`config.mk`:
```
export PLATFORM = sky130hd
export DESIGN_NAME = control_seq_flat
export DESIGN_NICKNAME = d
export VERILOG_FILES = /design/src/rtl/control_seq_if.sv /design/src/rtl/control_seq.sv /design/src/flat_wrapper.sv
export SDC_FILE = /design/constraint.sdc
export NUM_CORES = 1
export LEC_CHECK = 0
export ABC_AREA = 1
export CAP_MARGIN = 20
export CORE_MARGIN = 1
export CORE_UTILIZATION = 30
export CTS_CLUSTER_DIAMETER = 40
export DETAILED_ROUTE_END_ITERATION = 8
export DONT_BUFFER_PORTS = 1
export PLACE_DENSITY = 0.44
export SYNTH_ARGS = -nofsm -noshare
export SYNTH_HDL_FRONTEND = slang
export SYNTH_SLANG_ARGS = --single-unit
```
`constraint.sdc`:
```
create_clock -name CLK -period 1.5 [get_ports CLK]
set_clock_uncertainty 0.05 [all_clocks]
set_input_delay 0.3 -clock CLK [delete_from_list [all_inputs] [get_ports CLK]]
set_output_delay 0.3 -clock CLK [all_outputs]
set_load 0.02 [all_outputs]
```
`src/rtl/control_seq_if.sv`:
```
// Instruction channel between the issue side and the control sequencer:
// opcode/func handshake plus the ALU compare and memory-complete strobes.
interface control_seq_if #(
    parameter int OP_W   = 3,
    parameter int FUNC_W = 3
);
    logic              instr_valid;
    logic              instr_ready;
    logic [OP_W-1:0]   Opcode;
    logic [FUNC_W-1:0] Func;
    logic              alu_eq;
    logic              alu_lt;
    logic              mem_ack;

    modport master (
        output instr_valid, Opcode, Func, alu_eq, alu_lt, mem_ack,
        input  instr_ready
    );

    modport slave (
        input  instr_valid, Opcode, Func, alu_eq, alu_lt, mem_ack,
        output instr_ready
    );
endinterface

```
`src/rtl/control_seq.sv`:
```
// Control sequencer: decodes one instruction per accepted handshake into
// registered one-cycle control pulses, with memory wait/timeout and halt.
module control_seq #(
    parameter int OP_W        = 3,
    parameter int FUNC_W      = 3,
    parameter int ALUOP_W     = 3,
    parameter int MEM_TIMEOUT = 8,
    parameter int CNT_W       = 16
) (
    input  logic               CLK,
    input  logic               Reset_n,
    input  logic               start,
    control_seq_if.slave       bus,
    output logic [ALUOP_W-1:0] ALUOp,
    output logic               RegWrite,
    output logic               MemRead,
    output logic               MemWrite,
    output logic               SetSrcReg,
    output logic               SetDesReg,
    output logic               branch,
    output logic               branchEq,
    output logic               branchLT,
    output logic               done,
    output logic               illegal,
    output logic               mem_err,
    output logic [CNT_W-1:0]   instr_count
);

    localparam int WAIT_W = $clog2(MEM_TIMEOUT + 1);

    typedef enum logic [1:0] {S_IDLE, S_RUN, S_MEM_WAIT, S_HALT} state_t;

    state_t               r_state, w_state;
    logic [ALUOP_W-1:0]   r_aluop, w_aluop;
    logic                 r_regwrite, w_regwrite;
    logic                 r_memread, w_memread;
    logic                 r_memwrite, w_memwrite;
    logic                 r_setsrc, w_setsrc;
    logic                 r_setdes, w_setdes;
    logic                 r_branch, w_branch;
    logic                 r_beq, w_beq;
    logic                 r_blt, w_blt;
    logic                 r_done, w_done;
    logic                 r_illegal, w_illegal;
    logic                 r_mem_err, w_mem_err;
    logic                 r_ready, w_ready;
    logic                 r_eq_flag, w_eq_flag;
    logic                 r_lt_flag, w_lt_flag;
    logic [WAIT_W-1:0]    r_wait, w_wait;
    logic [CNT_W-1:0]     r_count, w_count;
    logic                 w_accept;

    assign w_accept = bus.instr_valid && r_ready;

    always_comb begin
        w_state    = r_state;
        w_aluop    = '0;
        w_regwrite = 1'b0;
        w_memread  = 1'b0;
        w_memwrite = 1'b0;
        w_setsrc   = 1'b0;
        w_setdes   = 1'b0;
        w_branch   = 1'b0;
        w_beq      = 1'b0;
        w_blt      = 1'b0;
        w_illegal  = 1'b0;
        w_done     = r_done;
        w_mem_err  = r_mem_err;
        w_eq_flag  = r_eq_flag;
        w_lt_flag  = r_lt_flag;
        w_wait     = '0;
        w_count    = r_count;

        case (r_state)
            S_IDLE: begin
                if (start) w_state = S_RUN;
            end

            S_RUN: begin
                if (w_accept) begin
                    if (r_count != '1) w_count = r_count + CNT_W'(1);
                    case (bus.Opcode)
                        OP_W'(0): begin
                            case (bus.Func)
                                FUNC_W'(1), FUNC_W'(2), FUNC_W'(3),
                                FUNC_W'(4), FUNC_W'(5): begin
                                    w_regwrite = 1'b1;
                                    w_aluop    = ALUOP_W'(bus.Func);
                                end
                                FUNC_W'(6): begin
                                    w_aluop   = ALUOP_W'(bus.Func);
                                    w_eq_flag = bus.alu_eq;
                                end
                                FUNC_W'(7): begin
                                    w_aluop   = ALUOP_W'(bus.Func);
                                    w_lt_flag = bus.alu_lt;
                                end
                                default: w_illegal = 1'b1;
                            endcase
                        end
                        OP_W'(1): begin
                            case (bus.Func)
                                FUNC_W'(0): w_setdes   = 1'b1;
                                FUNC_W'(1): w_setsrc   = 1'b1;
                                FUNC_W'(2): w_regwrite = 1'b1;
                                FUNC_W'(3): begin
                                    w_memread = 1'b1;
                                    w_state   = S_MEM_WAIT;
                                end
                                FUNC_W'(4): begin
                                    w_memwrite = 1'b1;
                                    w_state    = S_MEM_WAIT;
                                end
                                FUNC_W'(5): begin
                                    w_done  = 1'b1;
                                    w_state = S_HALT;
                                end
                                default: w_illegal = 1'b1;
                            endcase
                        end
                        OP_W'(2): begin
                            // Flags were committed at the previous acceptance edge,
                            // so a compare immediately followed by a branch sees it.
                            case (bus.Func)
                                FUNC_W'(0): w_branch = 1'b1;
                                FUNC_W'(1): begin
                                    w_beq    = 1'b1;
                                    w_branch = r_eq_flag;
                                end
                                FUNC_W'(2): begin
                                    w_blt    = 1'b1;
                                    w_branch = r_lt_flag;
                                end
                                default: w_illegal = 1'b1;
                            endcase
                        end
                        default: w_illegal = 1'b1;
                    endcase
                end
            end

            S_MEM_WAIT: begin
                // An ack arriving in the last allowed cycle still wins over the timeout.
                if (bus.mem_ack) begin
                    w_regwrite = r_memread;
                    w_state    = S_RUN;
                end else if (r_wait == WAIT_W'(MEM_TIMEOUT - 1)) begin
                    w_mem_err = 1'b1;
                    w_done    = 1'b1;
                    w_state   = S_HALT;
                end else begin
                    w_memread  = r_memread;
                    w_memwrite = r_memwrite;
                    w_wait     = r_wait + WAIT_W'(1);
                end
            end

            S_HALT: begin
                if (start) begin
                    w_state   = S_RUN;
                    w_done    = 1'b0;
                    w_mem_err = 1'b0;
                    w_eq_flag = 1'b0;
                    w_lt_flag = 1'b0;
                end
            end

            default: w_state = S_IDLE;
        endcase

        w_ready = (w_state == S_RUN);
    end

    always_ff @(posedge CLK or negedge Reset_n) begin
        if (!Reset_n) begin
            r_state    <= S_IDLE;
            r_aluop    <= '0;
            r_regwrite <= 1'b0;
            r_memread  <= 1'b0;
            r_memwrite <= 1'b0;
            r_setsrc   <= 1'b0;
            r_setdes   <= 1'b0;
            r_branch   <= 1'b0;
            r_beq      <= 1'b0;
            r_blt      <= 1'b0;
            r_done     <= 1'b0;
            r_illegal  <= 1'b0;
            r_mem_err  <= 1'b0;
            r_ready    <= 1'b0;
            r_eq_flag  <= 1'b0;
            r_lt_flag  <= 1'b0;
            r_wait     <= '0;
            r_count    <= '0;
        end else begin
            r_state    <= w_state;
            r_aluop    <= w_aluop;
            r_regwrite <= w_regwrite;
            r_memread  <= w_memread;
            r_memwrite <= w_memwrite;
            r_setsrc   <= w_setsrc;
            r_setdes   <= w_setdes;
            r_branch   <= w_branch;
            r_beq      <= w_beq;
            r_blt      <= w_blt;
            r_done     <= w_done;
            r_illegal  <= w_illegal;
            r_mem_err  <= w_mem_err;
            r_ready    <= w_ready;
            r_eq_flag  <= w_eq_flag;
            r_lt_flag  <= w_lt_flag;
            r_wait     <= w_wait;
            r_count    <= w_count;
        end
    end

    assign bus.instr_ready = r_ready;
    assign ALUOp           = r_aluop;
    assign RegWrite        = r_regwrite;
    assign MemRead         = r_memread;
    assign MemWrite        = r_memwrite;
    assign SetSrcReg       = r_setsrc;
    assign SetDesReg       = r_setdes;
    assign branch          = r_branch;
    assign branchEq        = r_beq;
    assign branchLT        = r_blt;
    assign done            = r_done;
    assign illegal         = r_illegal;
    assign mem_err         = r_mem_err;
    assign instr_count     = r_count;

endmodule

```
`src/flat_wrapper.sv`:
```
// flat-port wrapper written by rule: the top's interface ports become plain ports
module control_seq_flat 
#(
    parameter int OP_W        = 3,
    parameter int FUNC_W      = 3,
    parameter int ALUOP_W     = 3,
    parameter int MEM_TIMEOUT = 8,
    parameter int CNT_W       = 16
)
  (CLK, Reset_n, start, ALUOp, RegWrite, MemRead, MemWrite, SetSrcReg, SetDesReg, branch, branchEq, branchLT, done, illegal, mem_err, instr_count, bus_instr_valid, bus_Opcode, bus_Func, bus_alu_eq, bus_alu_lt, bus_mem_ack, bus_instr_ready);
  control_seq_if #(.OP_W(OP_W), .FUNC_W(FUNC_W)) bus_i ();
  input  logic CLK;
  input  logic Reset_n;
  input  logic start;
  output logic [ALUOP_W-1:0] ALUOp;
  output logic RegWrite;
  output logic MemRead;
  output logic MemWrite;
  output logic SetSrcReg;
  output logic SetDesReg;
  output logic branch;
  output logic branchEq;
  output logic branchLT;
  output logic done;
  output logic illegal;
  output logic mem_err;
  output logic [CNT_W-1:0] instr_count;
  input wire logic [$bits(bus_i.instr_valid)-1:0] bus_instr_valid;
  input wire logic [$bits(bus_i.Opcode)-1:0] bus_Opcode;
  input wire logic [$bits(bus_i.Func)-1:0] bus_Func;
  input wire logic [$bits(bus_i.alu_eq)-1:0] bus_alu_eq;
  input wire logic [$bits(bus_i.alu_lt)-1:0] bus_alu_lt;
  input wire logic [$bits(bus_i.mem_ack)-1:0] bus_mem_ack;
  output wire logic [$bits(bus_i.instr_ready)-1:0] bus_instr_ready;
  assign bus_i.instr_valid = bus_instr_valid;
  assign bus_i.Opcode = bus_Opcode;
  assign bus_i.Func = bus_Func;
  assign bus_i.alu_eq = bus_alu_eq;
  assign bus_i.alu_lt = bus_alu_lt;
  assign bus_i.mem_ack = bus_mem_ack;
  assign bus_instr_ready = bus_i.instr_ready;
  control_seq #(.OP_W(OP_W), .FUNC_W(FUNC_W), .ALUOP_W(ALUOP_W), .MEM_TIMEOUT(MEM_TIMEOUT), .CNT_W(CNT_W)) u_core (.CLK(CLK), .Reset_n(Reset_n), .start(start), .bus(bus_i), .ALUOp(ALUOp), .RegWrite(RegWrite), .MemRead(MemRead), .MemWrite(MemWrite), .SetSrcReg(SetSrcReg), .SetDesReg(SetDesReg), .branch(branch), .branchEq(branchEq), .branchLT(branchLT), .done(done), .illegal(illegal), .mem_err(mem_err), .instr_count(instr_count));
endmodule
```
==> qor.yml <==
run_status:
  status: "complete, no violations"
die:
  core_area_um2: 6944
  num_rows: 30
  floorplan.initialDensity: 0.3182
  die_w_um: 87.82
  io_pins: 44
  dieArea_um2: 7712
  die_y_um: 87.82
worst_setup_path:
  crit_family: "flip-flops"
  endpoint_kind: "register"
  critPathMaxStageDelay_ps: 450
  worst-setup-path-type: "reg2reg"
  cp_slowest_cell: "dfrtp_2"
  path_buf_inv: 3
  ff2ff_setup_slack_ps: 70
  worstRegToRegCells: 9
  cp_max_fo: 4
  cp_cell_sequence: "buf_4 -> buf_4 -> buf_4 -> nor2_2 -> nand2_1 -> nand2_1 -> a21oi_2 -> nor2_2 -> nor2_1"
  path_common_cell: "buf_4"
  arrival_ps: 1570
  cp.required_ps: 1640
  worstReg2RegStart: "u_core.r_state[0]"
  start_kind: "register"
  reg2reg_to: "u_core.bus.instr_ready"
layout:
  area_growth_syn_to_layout_pct: 31.60
  diodes: 0
  stdcell_area_um2: 2908
  drive_above_1_share: 0.2587
  fin_nets: 362
  instances_no_fill: 440
synth:
  synthDistinctLibCells: 29
  synth.area.top_cells: "dfrtp_1 44%, nand2_1 19%, nor2_1 6.1%"
  syn_inst: 294
  synth_ff_type: "dfrtp_1"
  synth_mux_area_frac: 0
  yosys_warnings: 0
  synthXorXnorAreaFrac: 0.03171
  synth_simple_gate_area_frac: 0.3618
  synth-seq-cells: 39
  synth_edf_count: 0
  yosysTopAreaCellShare: 0.4417
  synth_nets: 313
  ys_seq_area_frac: 0.4417
  synth_top_family_by_area: "simple AND/OR/NAND/NOR gates"
  synth-adder-area-share: 0.03398
  synth-compound-area-share: 0.05946
  yosys.area.top_type: "dfrtp_1"
  yosysMostFrequentCell: "nand2_1"
  async_flop_share: 1.000
  yosys-top-cells-count: "110 x nand2_1, 39 x dfrtp_1, 36 x nor2_1"
  syn_area_um2: 2210
  avgSynthCellArea_um2: 7.516
sta:
  rsz0062_at_grt: "false"
  relSlewSlack: 0.8094
  setup_slack_ps: 66.91
  holdWs_ps: 16.64
  hold_violations: 0
  fmax_ghz: 0.6978
  worst_pin_slew_ps: 286.0
  fin_crit_ps: 1433
  final-max-slew-violation-count: 0
  period_share: 0.9554
  setup_viol: 0
min_path:
  min_to: "u_core.r_wait[1]"
  holdCritStartpoint: "bus_mem_ack"
  holdCritPathClass: "in2reg"
  whs_path_depth: 1
placement:
  dp_hpwl_um: 4172
  gp_congestion: 0.8523
  place_ws_ps: -57.84
  dp.cells: 428
  portBuffers: 0
  placed_area_um2: 2624
routing:
  met3WireLength_um: 286
  drt-initial-drc-count: 78
  wl_per_cell_um: 12.66
  route.met2.wl_um: 2801
  wl_um: 5570
  avgViaCountPerCell: 4.573
  highest_layer: "met4"
  num_vias: 2012
  dr.pass1.iters: 5
  drc: 0
  wl_met1_um: 2428
  postRouteAntennaNets: 0
global_routing:
  grt_pass1_vias: 1934
  antenna_found_initial: 0
  track_usage: 0.1527
  grt_overflow: 0
  grt_first_pass_wirelength_um: 9039
  grt_max_degree: 40
clock_network:
  cts_made_buffers: 5
  cts_tree: "built"
  htreeDepth: 2
  clk_pin_slew_worst_paths_ps: 70
  cts_sinks: 39
  clkLatencyLatePin_ps: 300
  root_buffer: "clkbuf_8"
  cts_buffer_depth: 2
job:
  cap_violations: 0
power_and_ir_drop:
  pwr_density_cell_nw_per_um2: 1175
  peakVddDrop_mv: 0.7087
  leakagePower_nw: 1.397
worst register-to-register path, delay by kind of cell, from the launching register on:
family	cells	cell delay, ps
AND/OR/NAND/NOR	5	380
flip-flops	1	450
buffers and inverters	3	380
AO/OA/AOI/OAI	1	60
per-stage QoR:
stage	TNS (ps)	util	power [mW]
floorplan	-243.1	-	1.946
global placement	-57.93	0.3778	2.297
detailed placement	-176.4	0.3778	2.298
CTS	0	0.4022	3.323
global route	0	0.4187	3.647
finish	0	0.4187	3.416
flip-flops by register name, summed over array words and instances, names as in the netlist, 2 cells and up:
name	cells
u_core.ALUOp	3
u_core.instr_count	16
u_core.r_state	2
u_core.r_wait	4
layout make-up:
cell class / count / area, µm²
Clock buffer: 6 / 82.58
Clock inverter: 2 / 35.03
Fill cell: 717 / 4036
Inverter: 33 / 128.9
Multi-Input combinational cell: 219 / 1204
Sequential cell: 39 / 980.9
Tap cell: 96 / 120.1
Timing Repair Buffer: 45 / 356.6
how the worst max path moves through the flow:
stage / startpoint / endpoint / slack, ps / depth (start not counted)
6_report: u_core.r_state[0] / u_core.bus.instr_ready / 70 / 9
5_1_grt: u_core.instr_count[6] / u_core.instr_count[12] / 0.2 / 8
4_1_cts: u_core.r_state[0] / u_core.r_lt_flag / 4 / 8
3_5_place_dp: u_core.r_state[0] / u_core.r_lt_flag / -60 / 8
3_3_place_gp: u_core.r_state[0] / u_core.r_lt_flag / -30 / 8
2_1_floorplan: u_core.instr_count[0] / u_core.instr_count[0] / -30 / 9
repair_timing:
item                                    in CTS  in global routing
endpoints found under the setup margin       6                 26
hold endpoints to repair                    39                  0
setup buffers                                1                  1
gates resized for setup                      4                 28
pin swaps                                    0                  8
cloned                                       0                  0
hold buffers                                 2                  0
placed cells by master (no fill, tap or decap), types with 4 or more instances in the layout:
| cell type | instances |
|---|---|
| buf_4 | 42 |
| clkbuf_8 | 6 |
| dfrtp_1 | 35 |
| dfrtp_2 | 4 |
| ha_4 | 4 |
| inv_1 | 29 |
| nand2_1 | 107 |
| nand3_1 | 15 |
| nand4_1 | 8 |
| nor2_1 | 28 |
| nor2_2 | 7 |
| o21ai_0 | 11 |
| xnor2_1 | 7 |
cell families (layout without fill, tap and decap cells):
family	after synthesis	count (layout)
and+or+nand+nor	181	181
DFF	39	39
buffers and inverters	36	86
AOI/OAI and AO/OA	24	24
xor gates and xnor gates	8	8
adders and majority gates	6	6
power by group:
group / internal, mW / switching (mW)
sequential: 1.19 / 0.176
clock: 0.539 / 0.400
combinational: 0.512 / 0.598
total: 2.24 / 1.17
metal layers:
layer,track usage,up-vias
met1,0.1799,935
met5,0,-
li1,-,1036
met4,0.04471,0
met3,0.04053,7
met2,0.2713,34
(Power assumes the default switching activity.)
==> edit 1 (same settings) <==
Encoding of `state_t`: now one-hot (4 bits for 4 states).
--- a/src/rtl/control_seq.sv
+++ b/src/rtl/control_seq.sv
@@ -30,3 +30,3 @@
 
-    typedef enum logic [1:0] {S_IDLE, S_RUN, S_MEM_WAIT, S_HALT} state_t;
+    typedef enum logic [3:0] {S_IDLE = 4'b0001, S_RUN = 4'b0010, S_MEM_WAIT = 4'b0100, S_HALT = 4'b1000} state_t;
 
Function: same outputs for any inputs over 10 cycles, from zero or initial values and one cycle with Reset_n low; not proved beyond that.
==> edit 1 against the original RTL <==
Setup slack got worse by 0.023 ns; highest routed layer unchanged; sequential cell count increased by 2; via count is 5.4% lower; final area down 1.9%; area after synthesis shrank 1.3%; global-route usage is 0.34 points higher; wire length is 3.2% lower; critical path type unchanged; total power shrank 2.9%.
==> edit 1: results (changes against the original RTL) <==
[status]
status=complete, no violations

[global_routing]
grt_pass1_vias=1917  ; -0.88%
grtUsageTotal=0.156  ; +0.00340
grt_max_degree=42  ; +5.0%

[place]
place_area_sq_um=2610  ; -0.38%
gp_congestion=0.831  ; -2.5%
dp.cells=407  ; -4.9%

[finish]
nets=336  ; -7.2%
fillers=760  ; +6.0%
drive_gt1_frac=0.248  ; -0.0103
fin_cells=418  ; -5.0%
multi_input_area_sq_um=1130  ; -6.0%

[setup_path]
critPathMaxFanout=8  ; +4
cpPeakStageDelay_ns=0.39  ; -0.06 ns
cp.arrival_ns=1.65  ; +0.08 ns

[synthesis]
netlist_instances=275  ; -6.5%
yosys-top-cells-count=nand2_1 (91), dfrtp_1 (40), nor2_1 (35)
synth.top_cells.by_area=dfrtp_1 (46%), nand2_1 (16%), nor2_1 (6.0%)
synth-seq-area-share=0.471  ; +0.0294
synth_fp_nets=290  ; -7.3%

[route]
routed_wl_um=5390  ; -3.2%
via_per_inst=4.55  ; -0.44%
first_pass_iters=4  ; -1
drt-initial-drc-count=51  ; -35%

[pwr]
p_leak_nw=1.41  ; +0.73%
peakVddDrop_mv=0.825  ; +16%
intPower_mw=2.19  ; -2.3%

[sta]
worstMarginPinSlew_ns=0.340  ; +0.0543 ns

edit 1: cell count changes in the layout (fill, tap and decap cells not counted), sizes merged, moves of 2 or more:
cell,delta
a21oi,-5
buf,-4
ha,-4
inv,-8
nand2,-17
nand3,+5
nand3b,+4
nand4,-6
nor3,+5
o22ai,+2
xnor2,+6
edit 1: final cells by class:
class | count | area share
Clock buffer | 7 | 0.0303
Timing Repair Buffer | 41 | 0.126
Tap cell | 96 | 0.0421
Multi-Input combinational cell | 207 | 0.396
Clock inverter | 1 | 0.0105
Sequential cell | 41 | 0.361
Inverter | 25 | 0.0338
edit 1: power groups by stage:
stage	registers [mW]	clock network (mW)	logic, mW
finish	1.39	0.937	0.986
global route	1.41	1.02	1.12
CTS	1.39	0.981	0.887
detailed placement	1.41	0	0.834
global placement	1.41	0	0.830
floorplan	1.47	0	0.495
edit 1: repair_timing:
| action | 4_1_cts | 5_1_grt |
|---|---|---|
| pin swaps | 0 | 3 |
| resized for setup | 3 | 23 |
| setup endpoints to repair | 4 | 29 |
| hold buffers | 2 | 0 |
| hold endpoints to repair | 41 | 0 |
| buffers inserted | 0 | 1 |
edit 1: worst paths after layout:
kind,endpoint,slack (ns),cells after the start,startpoint
worst max-delay path,u_core.instr_count[9],0.04,10,u_core.instr_count[1]
worst min-delay path,u_core.MemWrite,0.12,2,bus_Func[2]
worst max register to register,u_core.instr_count[9],0.04,10,u_core.instr_count[1]
worst min register to register,u_core.r_wait[0],0.42,1,u_core.r_wait[0]
max in group asynchronous,u_core.r_state[0],0.68,2,Reset_n
min in group asynchronous,u_core.r_state[3],0.47,2,Reset_n
edit 1: worst max-delay path: cells and delay by family (launching register included):
kind	cells	cell delay, ns
flip-flops	1	0.39
AND/OR/NAND/NOR	8	0.69
adder cells (fa/ha/maj)	1	0.15
buffers and inverters	1	0.13
edit 1: metal layers:
layer,vias up,wire [um],global-route usage
met5,-,0,0
met4,0,106,0.0656
met3,10,273,0.0427
met2,47,2630,0.262
met1,875,2380,0.188
li1,971,-,-
edit 1: cells by family (layout without fill, tap and decap cells):
logic type               count (synthesis)  count (layout)  synth area share
AO/OA/AOI/OAI                           20              20            0.0511
XOR/XNOR                                14              14            0.0562
adder cells (fa/ha/maj)                  2               2            0.0115
buffers and inverters                   27              74            0.0534
flip-flops                              41              41             0.471
AND/OR/NAND/NOR                        171             171             0.357
edit 1: metrics by stage:
| stage | setup WS (ns) | hold slack (ns) | TNS, ns |
|---|---|---|---|
| CTS | 0.00561 | 0.109 | 0 |
| global placement | 0.00208 | -0.0430 | 0 |
| global route | -0.0540 | 0.115 | -0.704 |
| detailed placement | -0.0203 | -0.0431 | -0.0430 |
| finish | 0.0441 | 0.119 | 0 |
| floorplan | -0.151 | -0.0456 | -1.61 |
==> edit 2 (same settings) <==
Without the edit above. `OP_W` is set to 3 in 3 places; all go to 6.
--- a/src/rtl/control_seq_if.sv
+++ b/src/rtl/control_seq_if.sv
@@ -3,3 +3,3 @@
 interface control_seq_if #(
-    parameter int OP_W   = 3,
+    parameter int OP_W   = 6,
     parameter int FUNC_W = 3
--- a/src/rtl/control_seq.sv
+++ b/src/rtl/control_seq.sv
@@ -3,3 +3,3 @@
 module control_seq #(
-    parameter int OP_W        = 3,
+    parameter int OP_W        = 6,
     parameter int FUNC_W      = 3,
--- a/src/flat_wrapper.sv
+++ b/src/flat_wrapper.sv
@@ -3,3 +3,3 @@
 #(
-    parameter int OP_W        = 3,
+    parameter int OP_W        = 6,
     parameter int FUNC_W      = 3,
Interface: changed (resized bus_Opcode); port bits go from 44 to 47. No check against the original RTL was run, so the function may have changed too.
==> edit 2 against the original RTL <==
Sequential cell count unchanged; worst hold slack better by 0.0033 ns; final area up 1.4%; synthesized cell count up 4.1%; wire length up 3.9%; area after synthesis up 2.4%; die area up 2.3%; critical path depth down 1; maximum frequency down 0.55%; setup slack worse by 0.0079 ns; cell count up 2.7%; total power up 4.9%; critical path type unchanged; highest routed layer unchanged.
==> edit 2: results (changes against the original RTL) <==
[finish]
drive_gt1_frac=0.241  ; -0.0179
multi_input_area_sq_um=1230  ; +2.2%
fin_cells=452  ; +2.7%
fillers=772  ; +7.7%
nets=374  ; +3.3%

[synthesis]
netlist_instances=306  ; +4.1%
yosys-top-cells-count=nand2_1 (109), dfrtp_1 (39), nor2_1 (36)
synth-seq-area-share=0.431  ; -0.0103

[global_routing]
grtUsageTotal=0.157  ; +0.00414
grt_pass1_wl_um=9300  ; +2.9%
grt_pass1_vias=2039  ; +5.4%

[status]
status=complete, no violations

[route]
first_pass_iters=4  ; -1
drt-met1-wl_um=2490  ; +2.7%
drt-initial-drc-count=55  ; -29%
route.met3.wl_um=341  ; +19%
wire_per_inst_um=12.8  ; +1.1%
route.vias.total=2057  ; +2.2%

[pwr]
p_leak_nw=1.45  ; +3.9%
peakVddDrop_mv=0.669  ; -5.6%

[sta]
relSlewSlack=0.779  ; -0.0299

[place]
dp.cells=435  ; +1.6%
dp_hpwl_um=4330  ; +3.7%

[setup_path]
cpPeakStageDelay_ns=0.39  ; -0.06 ns
critPathMaxFanout=6  ; +2

[edit 2: what timing repair did]
| action | 4_1_cts | 5_1_grt |
|---|---|---|
| resized for setup | 6 | 26 |
| buffers inserted | 0 | 5 |
| endpoints found under the setup margin | 16 | 27 |
| endpoints found under the hold margin | 40 | 0 |
| gates cloned | 0 | 1 |
| hold buffers | 3 | 0 |
| pin swaps | 0 | 7 |
[edit 2: layout make-up]
type,count,share of cell area
Multi-Input combinational cell,227,0.417
Sequential cell,39,0.333
Timing Repair Buffer,44,0.128
Inverter,35,0.0462
Tap cell,99,0.0420
Clock buffer,8,0.0339
[edit 2: worst max-delay path, delay by kind of cell, from the launching register on]
kind                     cells  cell delay (ns)
adder cells (fa/ha/maj)      1             0.15
AO/OA/AOI/OAI                1             0.07
buffers and inverters        3             0.27
flip-flops                   1             0.39
AND/OR/NAND/NOR              3             0.39
[edit 2: path summary, 6_finish.rpt]
path	cells past startpoint	start	endpoint	slack, ns
min in group asynchronous	2	Reset_n	u_core.r_wait[0]	0.46
setup reg to reg	8	u_core.r_state[1]	u_core.instr_count[2]	0.06
hold reg to reg	2	u_core.r_eq_flag	u_core.r_eq_flag	0.43
setup / recovery	8	u_core.r_state[1]	u_core.instr_count[2]	0.06
hold / removal	1	bus_Func[2]	u_core.branchLT	0.02
max in group asynchronous	2	Reset_n	u_core.r_state[0]	0.73
[edit 2: power by group]
group / switching (mW) / internal, mW
Combinational: 0.770 / 0.651
Sequential: 0.167 / 1.20
Clock: 0.380 / 0.420
Total: 1.32 / 2.27
[edit 2: cell families after synthesis]
logic type,after synthesis,share of synthesized area
DFF,39,0.431
and+or+nand+nor,190,0.369
buffers and inverters,40,0.0741
AOI/OAI and AO/OA,19,0.0459
adders and majority gates,6,0.0332
xor gates and xnor gates,12,0.0465
[edit 2: routing by layer]
layer | vias up | GRT usage
met1 | 945 | 0.179
met2 | 46 | 0.276
li1 | 1057 | -
met3 | 9 | 0.0438
met4 | 0 | 0.0630
met5 | - | 0
